**config.mk**
```make
export PLATFORM = sky130hd
export DESIGN_NAME = tlc_conflict_monitor
export DESIGN_NICKNAME = d
export VERILOG_FILES = /design/src/rtl/tlc_mon_pkg.sv /design/src/rtl/tlc_dir_checker.sv /design/src/rtl/tlc_conflict_monitor.sv
export SDC_FILE = /design/constraint.sdc
export NUM_CORES = 1
export LEC_CHECK = 0
export ABC_AREA = 1
export CAP_MARGIN = 15
export CORE_AREA = 2 2 92 50
export CTS_BUF_LIST = sky130_fd_sc_hd__clkbuf_2
export DETAILED_ROUTE_END_ITERATION = 12
export DIE_AREA = 0 0 94 52
export PLACE_DENSITY_LB_ADDON = 0.12
export RECOVER_POWER = 25
export SKIP_CTS_REPAIR_TIMING = 1
export SYNTH_ARGS = -nofsm -noshare
export SYNTH_HDL_FRONTEND = slang
export SYNTH_HIERARCHICAL = 1
export SYNTH_SLANG_ARGS = --single-unit
export TNS_END_PERCENT = 30
```
**constraint.sdc**
```tcl
create_clock -name clk -period 2.8 [get_ports clk]
set_input_delay 0.84 -clock clk [delete_from_list [all_inputs] [get_ports clk]]
set_output_delay 0.84 -clock clk [all_outputs]
set_load 0.005 [all_outputs]
```
**src/rtl/tlc_mon_pkg.sv**
```systemverilog
// rtl/tlc_mon_pkg.sv - shared types, fault codes and lamp decode for the conflict monitor
package tlc_mon_pkg;

    typedef enum logic [2:0] {
        ASP_OFF,
        ASP_G,
        ASP_Y,
        ASP_R,
        ASP_MULTI
    } aspect_t;

    typedef enum logic {
        MON_NORMAL,
        MON_FLASH
    } mon_state_t;

    localparam logic [2:0] FC_NONE         = 3'd0;
    localparam logic [2:0] FC_CONFLICT     = 3'd1;
    localparam logic [2:0] FC_MULTI        = 3'd2;
    localparam logic [2:0] FC_DARK         = 3'd3;
    localparam logic [2:0] FC_SEQUENCE     = 3'd4;
    localparam logic [2:0] FC_SHORT_YELLOW = 3'd5;

    function automatic aspect_t decode_aspect(input logic g, input logic y, input logic r);
        case ({r, y, g})
            3'b000:  return ASP_OFF;
            3'b001:  return ASP_G;
            3'b010:  return ASP_Y;
            3'b100:  return ASP_R;
            default: return ASP_MULTI;
        endcase
    endfunction

endpackage

```
**src/rtl/tlc_dir_checker.sv**
```systemverilog
// rtl/tlc_dir_checker.sv - per-approach aspect decode, history and dwell/dark checks
module tlc_dir_checker
    import tlc_mon_pkg::*;
#(
    parameter int DARK_LIMIT = 4,
    parameter int MIN_YELLOW = 3
) (
    input  logic       clk,
    input  logic       rst_a,
    input  logic [2:0] green,
    input  logic [2:0] yellow,
    input  logic [2:0] red,
    output logic       flag_multi,
    output logic       flag_dark,
    output logic       flag_sequence,
    output logic       flag_short_yellow
);

    localparam int DW = $clog2(DARK_LIMIT + 1);
    localparam int YW = $clog2(MIN_YELLOW + 1);

    aspect_t        aspect;
    aspect_t        last_q;
    logic [DW-1:0]  dark_q;
    logic [YW-1:0]  yel_q;
    logic           single;
    logic           legal_step;

    assign aspect = decode_aspect(|green, |yellow, |red);
    assign single = (aspect == ASP_G) || (aspect == ASP_Y) || (aspect == ASP_R);

    always_comb begin
        legal_step = 1'b0;
        case (last_q)
            ASP_G:   legal_step = (aspect == ASP_Y);
            ASP_Y:   legal_step = (aspect == ASP_R);
            ASP_R:   legal_step = (aspect == ASP_G);
            default: legal_step = 1'b0;
        endcase
    end

    // History is the last single-lamp aspect, so dark gaps do not erase it.
    assign flag_multi        = (aspect == ASP_MULTI);
    assign flag_dark         = (aspect == ASP_OFF) && (dark_q >= DW'(DARK_LIMIT - 1));
    assign flag_sequence     = single && (aspect != last_q) && !legal_step;
    assign flag_short_yellow = (last_q == ASP_Y) && (aspect == ASP_R) && (yel_q < YW'(MIN_YELLOW));

    always_ff @(posedge clk) begin
        if (rst_a) begin
            last_q <= ASP_R;
            dark_q <= '0;
            yel_q  <= '0;
        end else begin
            if (aspect == ASP_OFF) begin
                if (dark_q != DW'(DARK_LIMIT))
                    dark_q <= dark_q + DW'(1);
            end else begin
                dark_q <= '0;
            end

            if (aspect == ASP_Y) begin
                if (last_q != ASP_Y)
                    yel_q <= YW'(1);
                else if (yel_q < YW'(MIN_YELLOW))
                    yel_q <= yel_q + YW'(1);
            end

            if (single)
                last_q <= aspect;
        end
    end

endmodule

```
**src/rtl/tlc_conflict_monitor.sv**
```systemverilog
// rtl/tlc_conflict_monitor.sv - registered lamp forwarder that latches the first violation and flashes red
module tlc_conflict_monitor
    import tlc_mon_pkg::*;
#(
    parameter int DARK_LIMIT = 4,
    parameter int MIN_YELLOW = 3,
    parameter int FLASH_HALF = 8
) (
    input  logic       clk,
    input  logic       rst_a,
    input  logic [2:0] green_ns,
    input  logic [2:0] yellow_ns,
    input  logic [2:0] red_ns,
    input  logic [2:0] green_ew,
    input  logic [2:0] yellow_ew,
    input  logic [2:0] red_ew,
    output logic [2:0] lamp_ns,
    output logic [2:0] lamp_ew,
    output logic       fault,
    output logic [2:0] fault_code
);

    localparam int FW = $clog2(FLASH_HALF + 1);

    logic ns_multi, ns_dark, ns_seq, ns_short;
    logic ew_multi, ew_dark, ew_seq, ew_short;
    logic conflict;
    logic [2:0] code;
    mon_state_t state_q, state_d;
    logic [FW-1:0] flash_cnt_q;
    logic flash_on_q;
    logic flash_wrap;

    tlc_dir_checker #(.DARK_LIMIT(DARK_LIMIT), .MIN_YELLOW(MIN_YELLOW)) u_ns (
        .clk(clk), .rst_a(rst_a),
        .green(green_ns), .yellow(yellow_ns), .red(red_ns),
        .flag_multi(ns_multi), .flag_dark(ns_dark),
        .flag_sequence(ns_seq), .flag_short_yellow(ns_short)
    );

    tlc_dir_checker #(.DARK_LIMIT(DARK_LIMIT), .MIN_YELLOW(MIN_YELLOW)) u_ew (
        .clk(clk), .rst_a(rst_a),
        .green(green_ew), .yellow(yellow_ew), .red(red_ew),
        .flag_multi(ew_multi), .flag_dark(ew_dark),
        .flag_sequence(ew_seq), .flag_short_yellow(ew_short)
    );

    // Raw lamp bits, so a G/Y approach that is also MULTI still reports as a conflict.
    assign conflict = ((|green_ns) || (|yellow_ns)) && ((|green_ew) || (|yellow_ew));

    always_comb begin
        code = FC_NONE;
        if (conflict)                  code = FC_CONFLICT;
        else if (ns_multi || ew_multi) code = FC_MULTI;
        else if (ns_dark  || ew_dark)  code = FC_DARK;
        else if (ns_seq   || ew_seq)   code = FC_SEQUENCE;
        else if (ns_short || ew_short) code = FC_SHORT_YELLOW;
    end

    always_comb begin
        state_d = state_q;
        if (state_q == MON_NORMAL && code != FC_NONE)
            state_d = MON_FLASH;
    end

    assign flash_wrap = (flash_cnt_q == FW'(FLASH_HALF - 1));

    always_ff @(posedge clk) begin
        if (rst_a) state_q <= MON_NORMAL;
        else       state_q <= state_d;
    end

    always_ff @(posedge clk) begin
        if (rst_a) begin
            lamp_ns     <= 3'b100;
            lamp_ew     <= 3'b100;
            fault       <= 1'b0;
            fault_code  <= FC_NONE;
            flash_cnt_q <= '0;
            flash_on_q  <= 1'b0;
        end else if (state_q == MON_NORMAL) begin
            if (code != FC_NONE) begin
                fault       <= 1'b1;
                fault_code  <= code;
                flash_cnt_q <= '0;
                flash_on_q  <= 1'b1;
                lamp_ns     <= 3'b100;
                lamp_ew     <= 3'b100;
            end else begin
                lamp_ns <= {|red_ns, |yellow_ns, |green_ns};
                lamp_ew <= {|red_ew, |yellow_ew, |green_ew};
            end
        end else begin
            flash_cnt_q <= flash_wrap ? '0 : flash_cnt_q + FW'(1);
            flash_on_q  <= flash_on_q ^ flash_wrap;
            lamp_ns     <= {flash_on_q ^ flash_wrap, 2'b00};
            lamp_ew     <= {flash_on_q ^ flash_wrap, 2'b00};
        end
    end

endmodule

```
==> flow_summary.json <==
{
  "fmax_mhz": 377,
  "die_area_mm2": 0.00489,
  "syn_avg_cell_area_um2": 7.04,
  "clk_pin_slew_ps": 180,
  "finalWeightedCongestion": 0.851,
  "relSlewSlack_pct": 77.5,
  "via_per_inst": 4.68,
  "fp.dieH_um": 52,
  "reg2reg_from": "u_ew/last_q[1]",
  "core_area_mm2": 0.00415,
  "cts_tree": "yes",
  "ys_async_sr_fraction_pct": 0,
  "dr.first_iter.drc_count": 57,
  "grt_pass1_vias": 1649,
  "grt_max_degree": 11,
  "crit_type": "primary input to flip-flop",
  "dpl.hpwl_mm": 3.32,
  "cp.arrival_ps": 2930,
  "hold_viol": 0,
  "final_common_cell": "nand2_1",
  "peakVddDrop_v": 0.000206,
  "drive_gt1_share_pct": 25.6,
  "synth.net_count": 306,
  "worstReg2RegEnd": "fault_code[0]",
  "drt_first_pass_iters": 4,
  "setup.worst_path.end": "flash_on_q",
  "finalCriticalPeriod_ps": 2650,
  "total_power_uw": 831,
  "synth_edf_count": 0,
  "cts_buffers": 5,
  "grt_overflow_total": 0,
  "start_util_pct": 47.0,
  "hold_class": "flip-flop to flip-flop",
  "synth_warnings": 6,
  "fin_ws_ps": 148,
  "row_count": 17,
  "worstSetupEndpointType": "flip-flop",
  "cts_root_buf": "clkbuf_2",
  "critPathMostFrequentCell": "nand2_1",
  "r2r_cells": 14,
  "fill_cells": 379,
  "routed_wl_mm": 4.08,
  "crit_chain": "clkdlybuf4s50_1, nor2_2, nand2_2, inv_2, nand3_1, nand2_1, nand2_1, nand2_1, nand2_1, nor2_1, nor2_2, nor2_4, nand3_4, nor2_4, nand4_1, nand3_1, o21ai_1",
  "power.density_mw_per_mm2": 325,
  "htree_num_levels": 2,
  "fin_nets": 368,
  "dp_slack_ps": -232,
  "num_antenna_cells": 0,
  "startpoint": "yellow_ew[1]",
  "critPathMaxFanout": 4,
  "synthCells": 277,
  "wl_per_cell_um": 10.3,
  "vias": 1858,
  "slowest_stage": "clkdlybuf4s50_1",
  "yosysSeqAreaShare_pct": 31.8,
  "worst_slew_pin_slew_ps": 336,
  "drv_cap": 0,
  "final_cell_mix": "nand2_1, inv_1, nor2_1, dfxtp_1, clkdlybuf4s50_1",
  "grt_pass1_wl_mm": 7.27,
  "critPathLaunchType": "primary input",
  "synthesis.area_mm2": 0.00195,
  "crit_required_ps": 3080,
  "ys_types": 28,
  "leakage_uw": 0.00123,
  "antenna_found_initial": 0,
  "fin_crit_sh_pct": 94.7,
  "die_w_um": 94,
  "ant_nets": 0,
  "clock_skew_ps": 13.6,
  "status": "finished, final reports clean",
  "track_usage_pct": 19.3,
  "port_buffers": 29,
  "synth_ff_type": "dfxtp_1",
  "cts_buffer_depth": 2,
  "cpPeakStageDelay_ps": 430,
  "syn_to_final_growth_pct": 30.9,
  "r2r_slack_ps": 810,
  "ios": 30,
  "maxSlewViolCount": 0,
  "cts_sinks": 31,
  "tns_ps": 0,
  "clock_latency_ps": 350,
  "setup_violations": 0,
  "ys_ff_latch": 31,
  "drc": 0
}
[final cells by class]
class | instances | area [µm²] | share of cell area (%)
Timing Repair Buffer | 55 | 485 | 19.0
Tap cell | 57 | 71.3 | 2.79
Clock inverter | 2 | 12.5 | 0.490
Inverter | 46 | 175 | 6.86
Sequential cell | 31 | 621 | 24.3
Clock buffer | 6 | 30.0 | 1.18
Multi-Input combinational cell | 200 | 1160 | 45.3
[layer usage]
| metal | vias to the layer above | track usage [%] | wire [µm] |
|---|---|---|---|
| met5 | - | 0 | 0 |
| met4 | 0 | 3.62 | 10 |
| met3 | 2 | 5.22 | 234 |
| met2 | 46 | 27.9 | 1480 |
| met1 | 801 | 28.7 | 2350 |
| li1 | 1009 | - | - |
[per-stage QoR]
stage	instance area (µm²)	util, %	instances	hold WS [ps]
after floorplan	1950	-	277	450
after global placement	2510	60.5	389	463
after detailed placement	2510	60.5	389	459
after CTS	2550	61.5	397	483
after global routing	2550	61.5	397	511
final	2550	61.5	397	480
[power breakdown]
group	switching, µW	leakage, µW	internal, µW	total (µW)
Clock	161	0.0000290	63.9	225
Sequential	8.27	0.000252	452	460
Combinational	72.8	0.000946	73.0	146
[registers in the layout, summed over array words and instances, names as in the netlist]
register     cells
flash_cnt_q      4
fault_code       3
lamp_ew          3
lamp_ns          3
u_ew/dark_q      3
u_ew/last_q      3
u_ns/dark_q      3
u_ns/last_q      3
u_ew/yel_q       2
u_ns/yel_q       2
flash_on_q       1
state_q          1
[worst min-delay path by stage]
stage	startpoint	to	slack [ps]	cells after the start
4_1_cts	fault_code[0]	fault_code[0]	480	2
6_report	fault_code[0]	fault_code[0]	480	2
5_1_grt	fault_code[0]	fault_code[0]	510	2
3_5_place_dp	fault_code[0]	fault_code[0]	460	2
2_1_floorplan	flash_cnt_q[1]	flash_cnt_q[1]	450	2
3_3_place_gp	fault_code[0]	fault_code[0]	460	2
[synth_stat cells (3+ instances only)]
cell type | n | area (µm²)
nand4_1 | 5 | 31.3
nand3_1 | 23 | 115
nand3_2 | 3 | 30.0
nand2_2 | 23 | 144
dfxtp_1 | 31 | 621
ha_1 | 9 | 113
nor2_2 | 4 | 25.0
a21oi_1 | 9 | 45.0
nor2_1 | 35 | 131
o21ai_0 | 9 | 45.0
xor2_1 | 3 | 26.3
inv_2 | 6 | 22.5
nor2_4 | 3 | 33.8
inv_1 | 38 | 143
a21oi_2 | 3 | 26.3
nand2_1 | 52 | 195
nor3_2 | 3 | 30.0
[critical path, delay by kind of cell]
family,cells,cell delay (ps)
buf+inv,2,520
compound gates,1,60
simple gates,14,1490
[cells by family (layout without fill, tap and decap cells)]
family,Yosys count,in the layout,share of synthesized area (%)
AO/OA/AOI/OAI,28,28,8.60
buffers and inverters,46,109,8.98
AND/OR/NAND/NOR,160,160,43.5
XOR/XNOR,3,3,1.35
adder cells (fa/ha/maj),9,9,5.77
flip-flops,31,31,31.8
No activity file was read; power rests on OpenSTA's default activity.
